===== config.mk =====
export PLATFORM = sky130hd
export DESIGN_NAME = argmax_unit
export DESIGN_NICKNAME = d
export VERILOG_FILES = /design/src/rtl/argmax_unit.sv
export SDC_FILE = /design/constraint.sdc
export NUM_CORES = 1
export LEC_CHECK = 0
export CAP_MARGIN = 20
export CORE_MARGIN = 8
export CORE_UTILIZATION = 44
export CTS_CLUSTER_SIZE = 8
export DETAILED_ROUTE_END_ITERATION = 8
export GPL_TIMING_DRIVEN = 0
export PLACE_DENSITY = 0.71
export SLEW_MARGIN = 30
export SYNTH_ARGS = -nofsm -noshare
export SYNTH_HDL_FRONTEND = slang
export SYNTH_SLANG_ARGS = --single-unit

===== constraint.sdc =====
create_clock -name CLK -period 13.33 [get_ports CLK]
set_input_delay 2.666 -clock CLK [delete_from_list [all_inputs] [get_ports CLK]]
set_output_delay 2.666 -clock CLK [all_outputs]
set_load 0.01 [all_outputs]

===== src/rtl/argmax_unit.sv =====
// Streaming argmax/argmin engine: reduces a LEN-element vector,
// LANES elements per beat, to its extreme value and 0-based position.
module argmax_unit #(
  parameter int DATA_W = 16,
  parameter int LANES  = 2,
  parameter int IDX_W  = 8,
  parameter bit SIGNED = 1'b1
) (
  input  logic                      CLK,
  input  logic                      RST_ARGMAX,
  input  logic                      EN_ARGMAX,
  input  logic                      START,
  input  logic [IDX_W-1:0]          LEN,
  input  logic                      MODE,
  input  logic                      IN_VALID,
  input  logic [LANES*DATA_W-1:0]   IN_DATA,
  output logic                      IN_READY,
  output logic                      OUT_VALID,
  input  logic                      OUT_READY,
  output logic [DATA_W-1:0]         OUT_VALUE,
  output logic [IDX_W-1:0]          OUT_INDEX,
  output logic                      BUSY
);

  // Position arithmetic is one bit wider than cnt so cnt+lane never wraps.
  localparam int CW = IDX_W + 1;
  localparam int PW = IDX_W + 2;

  typedef enum logic [1:0] {
    IDLE,
    ACCUM,
    RESULT
  } state_t;

  state_t              state;
  logic [IDX_W-1:0]    len_q;
  logic                mode_q;
  logic [CW-1:0]       cnt;
  logic                first;
  logic [DATA_W-1:0]   best_val;
  logic [IDX_W-1:0]    best_idx;
  logic                out_valid_q;
  logic [DATA_W-1:0]   out_value_q;
  logic [IDX_W-1:0]    out_index_q;

  logic [DATA_W-1:0]   bw_val;
  logic [PW-1:0]       bw_pos;
  logic [PW-1:0]       pos;
  logic                take;
  logic [DATA_W-1:0]   nxt_val;
  logic [IDX_W-1:0]    nxt_idx;
  logic                last;
  logic                accept;

  // Strict "a beats b": greater for max mode, smaller for min mode.
  function automatic logic better(
    input logic [DATA_W-1:0] a,
    input logic [DATA_W-1:0] b,
    input logic              mn
  );
    logic gt;
    logic lt;
    if (SIGNED) begin
      gt = $signed(a) > $signed(b);
      lt = $signed(a) < $signed(b);
    end else begin
      gt = a > b;
      lt = a < b;
    end
    return mn ? lt : gt;
  endfunction

  assign IN_READY  = EN_ARGMAX && (state == ACCUM);
  assign accept    = IN_READY && IN_VALID;
  assign BUSY      = (state != IDLE);
  assign OUT_VALID = out_valid_q;
  assign OUT_VALUE = out_value_q;
  assign OUT_INDEX = out_index_q;

  // In-beat reduction (lowest lane wins ties, masked tail lanes never
  // win) followed by the strict merge into the running best.
  always_comb begin
    bw_val = IN_DATA[0 +: DATA_W];
    bw_pos = PW'(cnt);
    pos    = '0;
    for (int l = 1; l < LANES; l++) begin
      pos = PW'(cnt) + PW'(l);
      if (pos < PW'(len_q) &&
          better(IN_DATA[l*DATA_W +: DATA_W], bw_val, mode_q)) begin
        bw_val = IN_DATA[l*DATA_W +: DATA_W];
        bw_pos = pos;
      end
    end
    take    = first || better(bw_val, best_val, mode_q);
    nxt_val = take ? bw_val : best_val;
    nxt_idx = take ? bw_pos[IDX_W-1:0] : best_idx;
    last    = (PW'(cnt) + PW'(LANES)) >= PW'(len_q);
  end

  // Control FSM with registered result outputs; EN_ARGMAX low freezes all.
  always_ff @(posedge CLK or posedge RST_ARGMAX) begin
    if (RST_ARGMAX) begin
      state       <= IDLE;
      len_q       <= '0;
      mode_q      <= 1'b0;
      cnt         <= '0;
      first       <= 1'b0;
      best_val    <= '0;
      best_idx    <= '0;
      out_valid_q <= 1'b0;
      out_value_q <= '0;
      out_index_q <= '0;
    end else if (EN_ARGMAX) begin
      unique case (state)
        IDLE: begin
          if (START && (LEN != '0)) begin
            len_q  <= LEN;
            mode_q <= MODE;
            cnt    <= '0;
            first  <= 1'b1;
            state  <= ACCUM;
          end
        end
        ACCUM: begin
          if (accept) begin
            cnt      <= cnt + CW'(LANES);
            first    <= 1'b0;
            best_val <= nxt_val;
            best_idx <= nxt_idx;
            if (last) begin
              state       <= RESULT;
              out_valid_q <= 1'b1;
              out_value_q <= nxt_val;
              out_index_q <= nxt_idx;
            end
          end
        end
        RESULT: begin
          if (OUT_READY) begin
            out_valid_q <= 1'b0;
            state       <= IDLE;
          end
        end
        default: state <= IDLE;
      endcase
    end
  end

endmodule


# After elaboration in Yosys (flattened, before gate mapping)
# Cells that the tools add are included.
# W data, S select, Z words.
[totals]
regBits = 70
inputBits = 47
output_inout_bits = 27
wordCells = 62
[op_classes]
addsub = 3
order_cmp = 6
n_eq_ne = 6
mux = 21
n_reduce_logical = 16
[ops]
columns = ["operator", "n"]
rows = [
  ["$gt A16 B16 Y1", 2],
  ["$lt A16 B16 Y1", 2],
  ["$mux W16", 2],
  ["$mux W9", 2],
  ["$pmux W9 S2", 1],
  ["$mux W8", 2],
  ["$add A9 B1 Y10 const B", 1],
  ["$add A9 B2 Y10 const B", 1],
  ["$ge A10 B8 Y1", 1],
  ["$lt A10 B8 Y1", 1],
  ["$reduce_and A5 Y1", 2],
  ["$add A9 B2 Y9 const B", 1],
  ["$mux W2", 4],
  ["$ne A2 B2 Y1 const B", 4],
  ["$reduce_and A4 Y1", 2],
  ["$reduce_bool A8 Y1", 1],
  ["$mux W1", 7],
  ["$pmux W2 S3", 1],
  ["$reduce_and A3 Y1", 2],
  ["$reduce_bool A2 Y1", 3],
  ["$logic_and A1 B1 Y1", 4],
  ["$pmux W1 S2", 2],
  ["$eq A2 B1 Y1 const B", 1],
  ["$eq A2 B2 Y1 const B", 1],
  ["2 further kinds", 2],
]

# Longest topological paths before layout
# Gate-level depths: netlist of run 1.
[logic_depth]
ltp_word = 8
depth_mapped = 21
depth_no_buf = 17

# Worst setup path after synthesis of run 1
# OpenSTA, ideal clock, no wires.
[synth_timing]
path_type = "input to register"
from = "input IN_DATA[15]"
to = "register out_value_q[10] (netlist: OUT_VALUE[10])"
setup_ps = 127
arrival_time_ps = 6449
required_time_ps = 13203
setup_slack_ps = 6754
stages = 21
path_buffers = 4
cell_sequence = "inv_1 -> ha_1 -> buf_4 -> nand4_2 -> or4_1 -> nand3b_1 -> a2111oi_2 -> mux2_2 -> buf_2 -> nand2_1 -> nand2_1 -> ha_1 -> nor2b_1 -> o211ai_1 -> a2111o_1 -> and4bb_2 -> or2_1 -> buf_6 -> nor2_4 -> buf_6 -> a31oi_1"
[synth_via]
elab_chain_len = 8
elab_cells_between_ends = 10
cone_classes = "4 x order compare; 4 x mux; 2 x reduce/logical"
[synth_lines]
columns = ["element", "line", "rtl"]
rows = [
  ["from (decl)", "16", "input logic [LANES*DATA_W-1:0] IN_DATA,"],
  ["$gt A16 B16 Y1 or $lt A16 B16 Y1 (tied branches)", "64, 65", ""],
  ["$mux W1", "70", "return mn ? lt : gt;"],
  ["$logic_and A1 B1 Y1", "88", "if (pos < PW'(len_q) &&"],
  ["$mux W16 *", "88", ""],
  ["$gt A16 B16 Y1 or $lt A16 B16 Y1 (tied branches)", "64, 65", ""],
  ["$mux W1", "70", ""],
  ["$logic_or A1 B1 Y1", "94", "take = first || better(bw_val, best_val, mode_q);"],
  ["$mux W16 *", "95", "nxt_val = take ? bw_val : best_val;"],
  ["to (signal assigned)", "133", "out_value_q <= nxt_val;"],
  ["to (decl)", "43", "logic [DATA_W-1:0] out_value_q;"],
]
# Every way passes the cells marked *; elsewhere a longest branch is shown, timed or not.
# A chain may end at the register's enable or synchronous reset.

# Final worst setup path of run 1
[layout_timing]
from = "input IN_DATA[31]"
to = "register best_val[9]"
[layout_via]
elab_chain_len = 8
elab_cells_between_ends = 10
cone_classes = "4 x order compare; 4 x mux; 2 x reduce/logical"
[layout_lines]
columns = ["element", "line", "rtl"]
rows = [
  ["$gt A16 B16 Y1 or $lt A16 B16 Y1 (tied branches)", "64, 65", ""],
  ["$mux W1", "70", ""],
  ["$logic_and A1 B1 Y1", "88", ""],
  ["$mux W16 *", "88", ""],
  ["$gt A16 B16 Y1 or $lt A16 B16 Y1 (tied branches)", "64, 65", ""],
  ["$mux W1", "70", ""],
  ["$logic_or A1 B1 Y1", "94", ""],
  ["$mux W16 *", "95", ""],
  ["to (signal assigned)", "128", "best_val <= nxt_val;"],
  ["to (decl)", "40", "logic [DATA_W-1:0] best_val;"],
]
# Marks and branches as above.

==> results.txt, run 1 <==
- In this run the clock root is driven by a sky130_fd_sc_hd__clkbuf_8.
* Leak Pwr: 2.58 nW
- The die is 117 um tall.
- Setup violations remaining at the end of the flow were counted as 0.
- The total area inside the core boundary comes to 10100 um2.
* Cell type with the largest total area after synthesis: sky130_fd_sc_hd__dfrtp_1
* Total number of vias: 3964
- Starting utilization of the core area: 44.4%
- VDD sags by at most 0.0000803 V.
* Number of antenna violations at the first check in global routing: 0
- Final core utilization: 55.3%
- After clock tree synthesis, the setup repair step added 0 buffers.
- Yosys instantiated no cell more often than sky130_fd_sc_hd__nand2_1.
- CTS built an H-tree with a depth of 3.
- Counting every sink on the clock net gives 69.
- The count of final max-slew check failures came to 0.
* Arrival time of the worst setup path: 8050 ps
* Worst clock skew on the final layout: 13.8 ps
* Required arrival time at the worst endpoint: 13530 ps
- Post-route clock period utilization: 58.9%
- TritonCTS built the clock tree.
- After synthesis, the largest family of logic cells by area is simple AND/OR/NAND/NOR gates.
* Final routed wire length divided by cell count: 15.5 um
- Final WS setup: 5480 ps
- Syn Inst Count: 506
* Commonest cells in the netlist: 91 x sky130_fd_sc_hd__nand2_1, 69 x sky130_fd_sc_hd__dfrtp_1, 47 x sky130_fd_sc_hd__ha_1
* Startpoint of the most critical register-to-register path: cnt[2]$_DFFE_PP0P_
- Number of design rule violations left after detail routing: 0
* Fraction of synthesized cell area taken by the top area cell type: 38.5%
* Chain of cells forming the critical path: clkdlybuf4s50_1 -> ha_1 -> buf_4 -> nand4_2 -> or4_1 -> nand3b_1 -> a2111oi_2 -> mux2_2 -> buf_2 -> nand2_1 -> nand2_1 -> ha_1 -> a21oi_1 -> o21ai_0 -> a211oi_1 -> a311oi_4 -> nor3_2 -> clkbuf_1 -> a31oi_1
* CP delay by family, top: simple AND/OR/NAND/NOR gates
- For this run, the number of Yosys warnings is 0.
- Worst path bufs/invs: 4
* Worst min-delay path startpoint: best_idx[7]$_DFFE_PP0P_
* Syn avg cell area: 8.86 um2
- For this run, the total global-route usage over all layers was measured as 17.5%.
- In this run the horizontal extent of the chip is 117 um.
* Total gr overflow: 0
- The tightest min-delay check is of the reg -> reg type.
- Of the synthesized area, sequential elements account for 38.5%.
* Compound-cell area share of the yosys netlist: 17.7%
- Among all flip-flop cells after synthesis, the most frequent one is sky130_fd_sc_hd__dfrtp_1.
* First-pass GRT wire length: 19.0 mm
- The critical path starts at IN_DATA[31].
- Area added between synthesis and finish: 24.5%
- Run status: completed
- After detailed routing, the number of vias per cell comes to 5.42.
- Along the worst path, the maximum fanout reaches 10.
- Across the run, the number of max-cap violations was 0.
* Total area of multi-input combinational cells: 2460 um2
* XOR/XNOR Fraction of Synth Area: 1.17%
- For this block, the initial DRC count from the detailed router was 207.
- Min Tclk post-route: 7850 ps
- In the final timing run, aggregate negative setup slack is 0 ps.
- I/O pins: 74
* Layout cell share with drive strength beyond 1: 9.23%
* Max Freq: 127 MHz
* Synth Area in Adders: 13.1%
- Seq. cell area: 1730 um2
* Nets in the synthesized netlist: 600
- In the synthesized netlist the async set-or-reset flop fraction comes to 100%.
- Relative slew slack: 52.7%
* DRT Pass-1 Iters: 4
* Post-synthesis mux area share: 5.02%
* Critical Path Source Type: input pin
- In this run, post-CTS repair resized a total of 0 instances.
* Slew of the pin with the lowest slew margin: 707 ps
- For this block, the routed nets add up to 11.3 mm of wire.
* Number of distinct library cell variants in the gate-level netlist after synthesis: 54
* Simple-gate portion of the synthesized area: 17.8%
- For this design, the slowest cell found on the critical path is sky130_fd_sc_hd__or4_1.
* Number of buffers added by the clock tree synthesis step: 9
- Setup repair after global routing left no endpoint under its margin.
- Clock latency reported for the late side of the worst-skew pair: 350 ps
* CP endpoint kind: register
- Worst slack at placement: 5160 ps
* Global placer's final weighted congestion: 0.874
- The via count of the first global-routing pass came to 4139.
* Number of nets with antenna violations after detailed routing: 0
* Fill cells: 972
* Die area: 13700 um2
- Flop and latch count out of synthesis: 69
* Pwr per Cell Area: 194 nW/um2
* Post-CTS clock slew at the launch and capture registers of the worst setup and hold paths: 80 ps
- The initialized floorplan defines 37 standard-cell rows.
- After clock tree synthesis, the flow added hold-fix buffers numbering 0.
* Number of synthesized flops with an enable pin: 0
- At the end of the flow, the number of nets in the layout was 685.
- The count of final hold-check violations came to 0.
- Summing every instance area after synthesis gives 4480 um2.
- Entering global routing, the biggest net connects 51 pins.
- Start-to-end type of the worst setup path: in -> reg
* HPWL after detailed placement: 8.88 mm
- Crit-path max cell delay: 620 ps
- Port buffering added 73 buffers.
- By area the synthesized netlist is led by sky130_fd_sc_hd__dfrtp_1 39%, sky130_fd_sc_hd__ha_1 13%, sky130_fd_sc_hd__nand2_1 7.6%.
* Maximum root-to-sink buffer count: 2
- The number of antenna diodes in the final layout is 0.
==> cell families after synthesis <==
logic type                 after synthesis
xor gates and xnor gates                 6
AOI/OAI and AO/OA                      125
adders and majority gates               47
and+or+nand+nor                        170
muxes                                   20
buffers and inverters                   69
DFF                                     69
==> worst register-to-register path, cell delays in order (launching register included) <==
cell and delay, ps:
sky130_fd_sc_hd__dfrtp_1 470, sky130_fd_sc_hd__clkbuf_1 130, sky130_fd_sc_hd__ha_1 250, sky130_fd_sc_hd__nor2b_1 130, sky130_fd_sc_hd__o31ai_1 190, sky130_fd_sc_hd__a21oi_1 150
sky130_fd_sc_hd__nor4_1 540, sky130_fd_sc_hd__mux2_2 390, sky130_fd_sc_hd__buf_2 300, sky130_fd_sc_hd__nand2_1 150, sky130_fd_sc_hd__nand2_1 100, sky130_fd_sc_hd__ha_1 260
sky130_fd_sc_hd__a21oi_1 160, sky130_fd_sc_hd__o21ai_0 150, sky130_fd_sc_hd__a211oi_1 510, sky130_fd_sc_hd__a311oi_4 230, sky130_fd_sc_hd__nor3_2 530, sky130_fd_sc_hd__clkbuf_1 480
sky130_fd_sc_hd__a31oi_1 160
==> layer usage <==
metal  share of wire (%)  routed length [um]  vias to the layer above  GRT usage [%]
met5                   0                   0                        -              0
li1                    -                   -                     1958              -
met2                  48                5450                      120           28.8
met4                 1.3                 148                        0           7.68
met1                  44                5040                     1872           21.6
met3                 6.2                 705                       14           3.80
==> where the power goes <==
part	internal [mW]	switching [mW]	leakage, nW	total, mW
Combinational	0.269	0.311	1.65	0.581
Sequential	0.292	0.0589	0.844	0.351
Clock	0.0672	0.0855	0.0860	0.153
Total	0.628	0.456	2.58	1.08
==> through the flow <==
stage	cells	cell area (um2)	hold WS (ps)	total power [mW]
final	732	5580	479	1.08
after CTS	732	5580	481	1.09
after detailed placement	716	5410	463	0.936
after floorplan	506	4480	446	0.738
after global routing	732	5580	516	1.17
after global placement	715	5380	458	0.914
==> cell usage in the layout, fill, tap and decap left out, drive strengths merged, types with 10 or more instances in the layout <==
cell            n
inv            45
mux2           10
ha             47
a31oi          32
clkdlybuf4s50  73
nand2          91
a21oi          19
o22ai          16
clkbuf         22
o21ai          36
nor2           28
dfrtp          69
buf            13
mux2i          10
==> state kept, by name, indices dropped and copies added (netlist names) <==
signal and cells:
state 2, first 1, cnt 8, OUT_VALUE 16
best_val 16, OUT_INDEX 8, best_idx 8, OUT_VALID 1
mode_q 1, len_q 8
==> area by class of cell <==
cell class,instances,area share (%)
inverters,45,3.07
clock inverters,6,0.717
flip-flops and latches,69,30.9
clock buffers,10,2.29
multi-input cells,368,44.1
well taps,136,3.05
plain buffers,24,2.29
repair buffers,74,13.6
==> final timing paths <==
kind | to | slack [ps] | cells past startpoint
worst min-delay path | best_idx[7]$_DFFE_PP0P_ | 480 | 2
min in group asynchronous | OUT_VALUE[3]$_DFFE_PP0P_ | 2610 | 2
worst max register to register | best_val[9]$_DFFE_PP0P_ | 7910 | 18
max in group asynchronous | best_val[15]$_DFFE_PP0P_ | 10180 | 3
worst max-delay path | best_val[9]$_DFFE_PP0P_ | 5480 | 19
worst min register to register | best_idx[7]$_DFFE_PP0P_ | 480 | 2
No activity file was read; power rests on OpenSTA's default activity.
==> run 2: changes to the inputs <==
- clock period: 13.33 -> 7.73 ns (I/O delays scaled with it)
==> results of run 2 <==
Same layout as run 1 (identical final DEF). Status: completed.
Main changes from that run: setup slack after placement 5160 ps -> 684 ps; setup slack after layout 5480 ps -> 1000 ps; register-to-register setup slack 7910 ps -> 2310 ps; total power 1.08 mW -> 1.87 mW; worst IR drop on VDD 0.0000803 V -> 0.000138 V
==> run 3: changes to the inputs <==
- CORE_UTILIZATION: 44 -> 45
- PLACE_DENSITY: 0.71 -> 0.72
- clock period: 7.73 -> 6.2 ns (I/O delays scaled with it)
==> run 3 against run 2 <==
  * Setup slack got worse by 770 ps
  * Sequential share of layout area down 0.61 points
  * Flip-flop and latch count stayed put
  * Clock power up 50%
  * Clock skew down 1.6 ps
  * Hold slack improved by 2.1 ps
  * Core utilization up 3.2 points
  * Critical endpoint is now OUT_VALUE[15]$_DFFE_PP0P_
==> results.txt, run 3 (same netlist as run 1, synthesis figures left out) <==
* Clk root buf: sky130_fd_sc_hd__clkbuf_8
- Die width: 116 um (-0.97%)
* HPWL after detailed placement: 8.88 mm (about the same)
* Number of buffers added by the clock tree synthesis step: 9 (unchanged)
- Worst min-delay path startpoint: OUT_INDEX[4]$_DFFE_PP0P_
- Total number of H-tree levels: 3 (unchanged)
* Total area of multi-input combinational cells: 2500 um2 (+1.6%)
* Power, Total: 2.44 mW
- The analysis attributes to net switching a power of 0.996 mW.
- The routed design could run at a clock period as short as 5970 ps.
- The wire length per cell was 15.8 um (+2.2%).
- Number of cells traversed by the worst hold path: 2 (unchanged)
* Final WS setup: 231 ps
* Starting utilization of the core area: 46.1% (+1.7 points)
- The area of the die came to 13400 um2 (-1.9%).
- Post-detailed-route via-to-cell ratio: 5.36 (-1.0%)
- Total setup violations reported at the end of the flow: 0 (unchanged)
- Net switching is 40.9% of the power.
- The number of top-level design ports came to 74 (unchanged).
- The count of vias placed by the detailed router came to 3924 (-1.0%).
- The flow ran to the end, and the final reports show no timing, DRC or antenna violations.
- The clock input transition at the sequential cells of the worst setup and hold paths came to 70 ps (about the same).
- Layout cell share with drive strength beyond 1: 10.2% (+0.96 points)
* Critical Path Source Type: input pin
- Arrival time of the worst setup path: 6230 ps
* Clock tree sinks: 69 (unchanged)
- The total track usage came to 18.0% (+0.52 points).
* Pwr per Cell Area: 428 nW/um2
- Dividing the final minimum period by the clock period gives 96.3%.
* Reg2Reg Capture Point: OUT_VALUE[15]$_DFFE_PP0P_
- TritonCTS clock tree: yes
- The smallest hold slack came to 481 ps (+2.13 ps).
* Leading cell types in the layout, fill and taps excluded: 91 x sky130_fd_sc_hd__nand2_1, 72 x sky130_fd_sc_hd__clkdlybuf4s50_1, 69 x sky130_fd_sc_hd__dfrtp_1
* Area of the core: 9730 um2 (-3.6%)
- Setup slack of the most critical reg-to-reg path: 1180 ps
- Required arrival time at the worst endpoint: 6460 ps
- The largest net degree at the start of global routing was 51 (unchanged).
- Combinational share of power: 52.8% (-0.8 points)
- CP endpoint kind: register
* First-pass GRT wire length: 19.2 mm (+1.1%)
* Total gr overflow: 0 (unchanged)
- The later-pin clock latency in the skew report is 350 ps (about the same).
- Leaving out fill and tap cells, the most frequent cell in the layout is sky130_fd_sc_hd__nand2_1.
- Reg power frac: 31.0% (-1.3 points)
* Worst slack at placement: -482 ps
- The path class of the tightest hold or removal check is reg -> reg.
* Internal power component: 1.44 mW
* Startpoint of the most critical register-to-register path: cnt[2]$_DFFE_PP0P_
* Number of design rule violations left after detail routing: 0 (unchanged)
* Worst vdd rail ir drop: 0.000204 V
- Sum Neg Setup Slack: 0 ps (unchanged)
* Endpoints failing hold: 0 (unchanged)
* Height of the chip: 116 um (-0.97%)
- Setup repair after global routing left no endpoint under its margin.
- Leak Pwr: 2.64 nW (+2.2%)
* Row count: 36 (-2.7%)
* Number of nets with antenna violations after detailed routing: 0 (unchanged)
- Worst r2r path cells: 19 (+1)
- Fin. max-slew vios: 0 (unchanged)
* Fill cells: 894 (-8.0%)
* Worst clock skew on the final layout: 12.2 ps (-1.63 ps)
* Part of the total power dissipated in the clock network: 16.2% (+2.1 points)
* Number of antenna violations at the first check in global routing: 0 (unchanged)
- The final cell utilization of the core was 58.5% (+3.2 points).
- The weighted congestion reported at the end of routability-driven placement came to 0.862 (-1.3%).
- The worst max-slew margin expressed relative to the limit came to 53.5% (+0.79 points).
- Via count of the first global-routing pass: 4140 (+0.024%)
- Endpoint of the worst hold-timing path: OUT_INDEX[4]$_DFFE_PP0P_
* Final-stage net count: 688 (+0.44%)
* Maximum root-to-sink buffer count: 2 (unchanged)
- The count of buffers from port buffering was 73 (unchanged).
- The number of violations reported at the end of detailed-routing iteration 0 is 159 (-23%).
- WL final: 11.6 mm (+2.2%)
- The max-cap violation count came to 0 (unchanged).
- Max Freq: 168 MHz
* Start-to-end type of the worst setup path: in -> reg
- DRT Pass-1 Iters: 4 (unchanged)
- The area growth from synthesis to layout is 27.0%.
- The total area of sequential cells is 1730 um2 (unchanged).
- Slew of the pin with the lowest slew margin: 695 ps (-11.8 ps)
- The biggest fanout along the worst timing path was 10 (unchanged).
- CTS Hold Buffers Added: 0 (unchanged)
- Ant diodes: 0 (unchanged)
## run 3: cell count changes in the layout (fill, tap and decap cells not counted), moves of 2 or more
cell                       change
sky130_fd_sc_hd__buf_2         -3
sky130_fd_sc_hd__buf_4         +3
sky130_fd_sc_hd__clkbuf_4      +3
sky130_fd_sc_hd__clkbuf_8      +3
sky130_fd_sc_hd__clkinv_2      -2
sky130_fd_sc_hd__clkinv_4      -2
## run 3: stage by stage
step / instances / area [um2]
floorplan: 506 / 4480
global placement: 712 / 5380
detailed placement: 713 / 5410
CTS: 729 / 5640
global route: 732 / 5690
finish: 732 / 5690
## run 3: worst max-delay path, cell delays in order
cell and delay [ps]:
sky130_fd_sc_hd__clkdlybuf4s50_1 480, sky130_fd_sc_hd__inv_1 50, sky130_fd_sc_hd__ha_1 260, sky130_fd_sc_hd__buf_4 170
sky130_fd_sc_hd__nand4_2 180, sky130_fd_sc_hd__or4_4 600, sky130_fd_sc_hd__nand3b_1 150, sky130_fd_sc_hd__a2111oi_4 110
sky130_fd_sc_hd__mux2_2 360, sky130_fd_sc_hd__clkbuf_4 230, sky130_fd_sc_hd__nand2_1 120, sky130_fd_sc_hd__nand2_1 70
sky130_fd_sc_hd__ha_1 280, sky130_fd_sc_hd__nor2b_1 120, sky130_fd_sc_hd__o211ai_1 110, sky130_fd_sc_hd__a2111o_1 430
sky130_fd_sc_hd__a311oi_4 480, sky130_fd_sc_hd__or2_1 180, sky130_fd_sc_hd__buf_6 160, sky130_fd_sc_hd__nor2_4 60
sky130_fd_sc_hd__buf_4 180, sky130_fd_sc_hd__a31oi_1 180
## run 3: cell type report
type | count | area share (%)
Clock buffer | 13 | 2.97
Inverter | 45 | 3.01
Tap cell | 133 | 2.92
Buffer | 24 | 2.40
Timing Repair Buffer | 77 | 13.8
Multi-Input combinational cell | 368 | 43.9
Sequential cell | 69 | 30.3
Clock inverter | 3 | 0.747
## run 3: routing by layer
| layer | track usage, % | wire length (um) | vias to the layer above |
|---|---|---|---|
| met4 | 9.94 | 196 | 0 |
| met5 | 0 | 0 | - |
| met1 | 21.8 | 5260 | 1827 |
| met3 | 4.43 | 740 | 19 |
| li1 | - | - | 1970 |
| met2 | 28.9 | 5400 | 108 |
## run 3: how the worst max path moves through the flow
stage                      startpoint                        end  slack (ps)  cells after the start
after floorplan           IN_DATA[15]  OUT_VALUE[10]$_DFFE_PP0P_        1050                     21
after global placement    IN_DATA[31]    best_val[9]$_DFFE_PP0P_        -350                     19
after detailed placement  IN_DATA[31]    best_val[9]$_DFFE_PP0P_        -480                     19
after CTS                 IN_DATA[31]   OUT_VALUE[2]$_DFFE_PP0P_          50                     21
after global routing      IN_DATA[15]  OUT_VALUE[15]$_DFFE_PP0P_          40                     22
final                     IN_DATA[15]  OUT_VALUE[15]$_DFFE_PP0P_         230                     22
## run 3: power groups by stage
stage               registers (mW)  clock network, mW  logic, mW
finish                       0.755              0.395       1.29
detailed placement           0.762                  0       1.25
global route                 0.780              0.416       1.43
floorplan                    0.763                  0      0.823
global placement             0.755                  0       1.21
CTS                          0.754              0.399       1.27
## run 3: what timing repair did
action | CTS | global route
setup endpoints to repair | 18 | 47
gates resized for setup | 3 | 8
buffers inserted | 0 | 3
pin swaps | 0 | 5
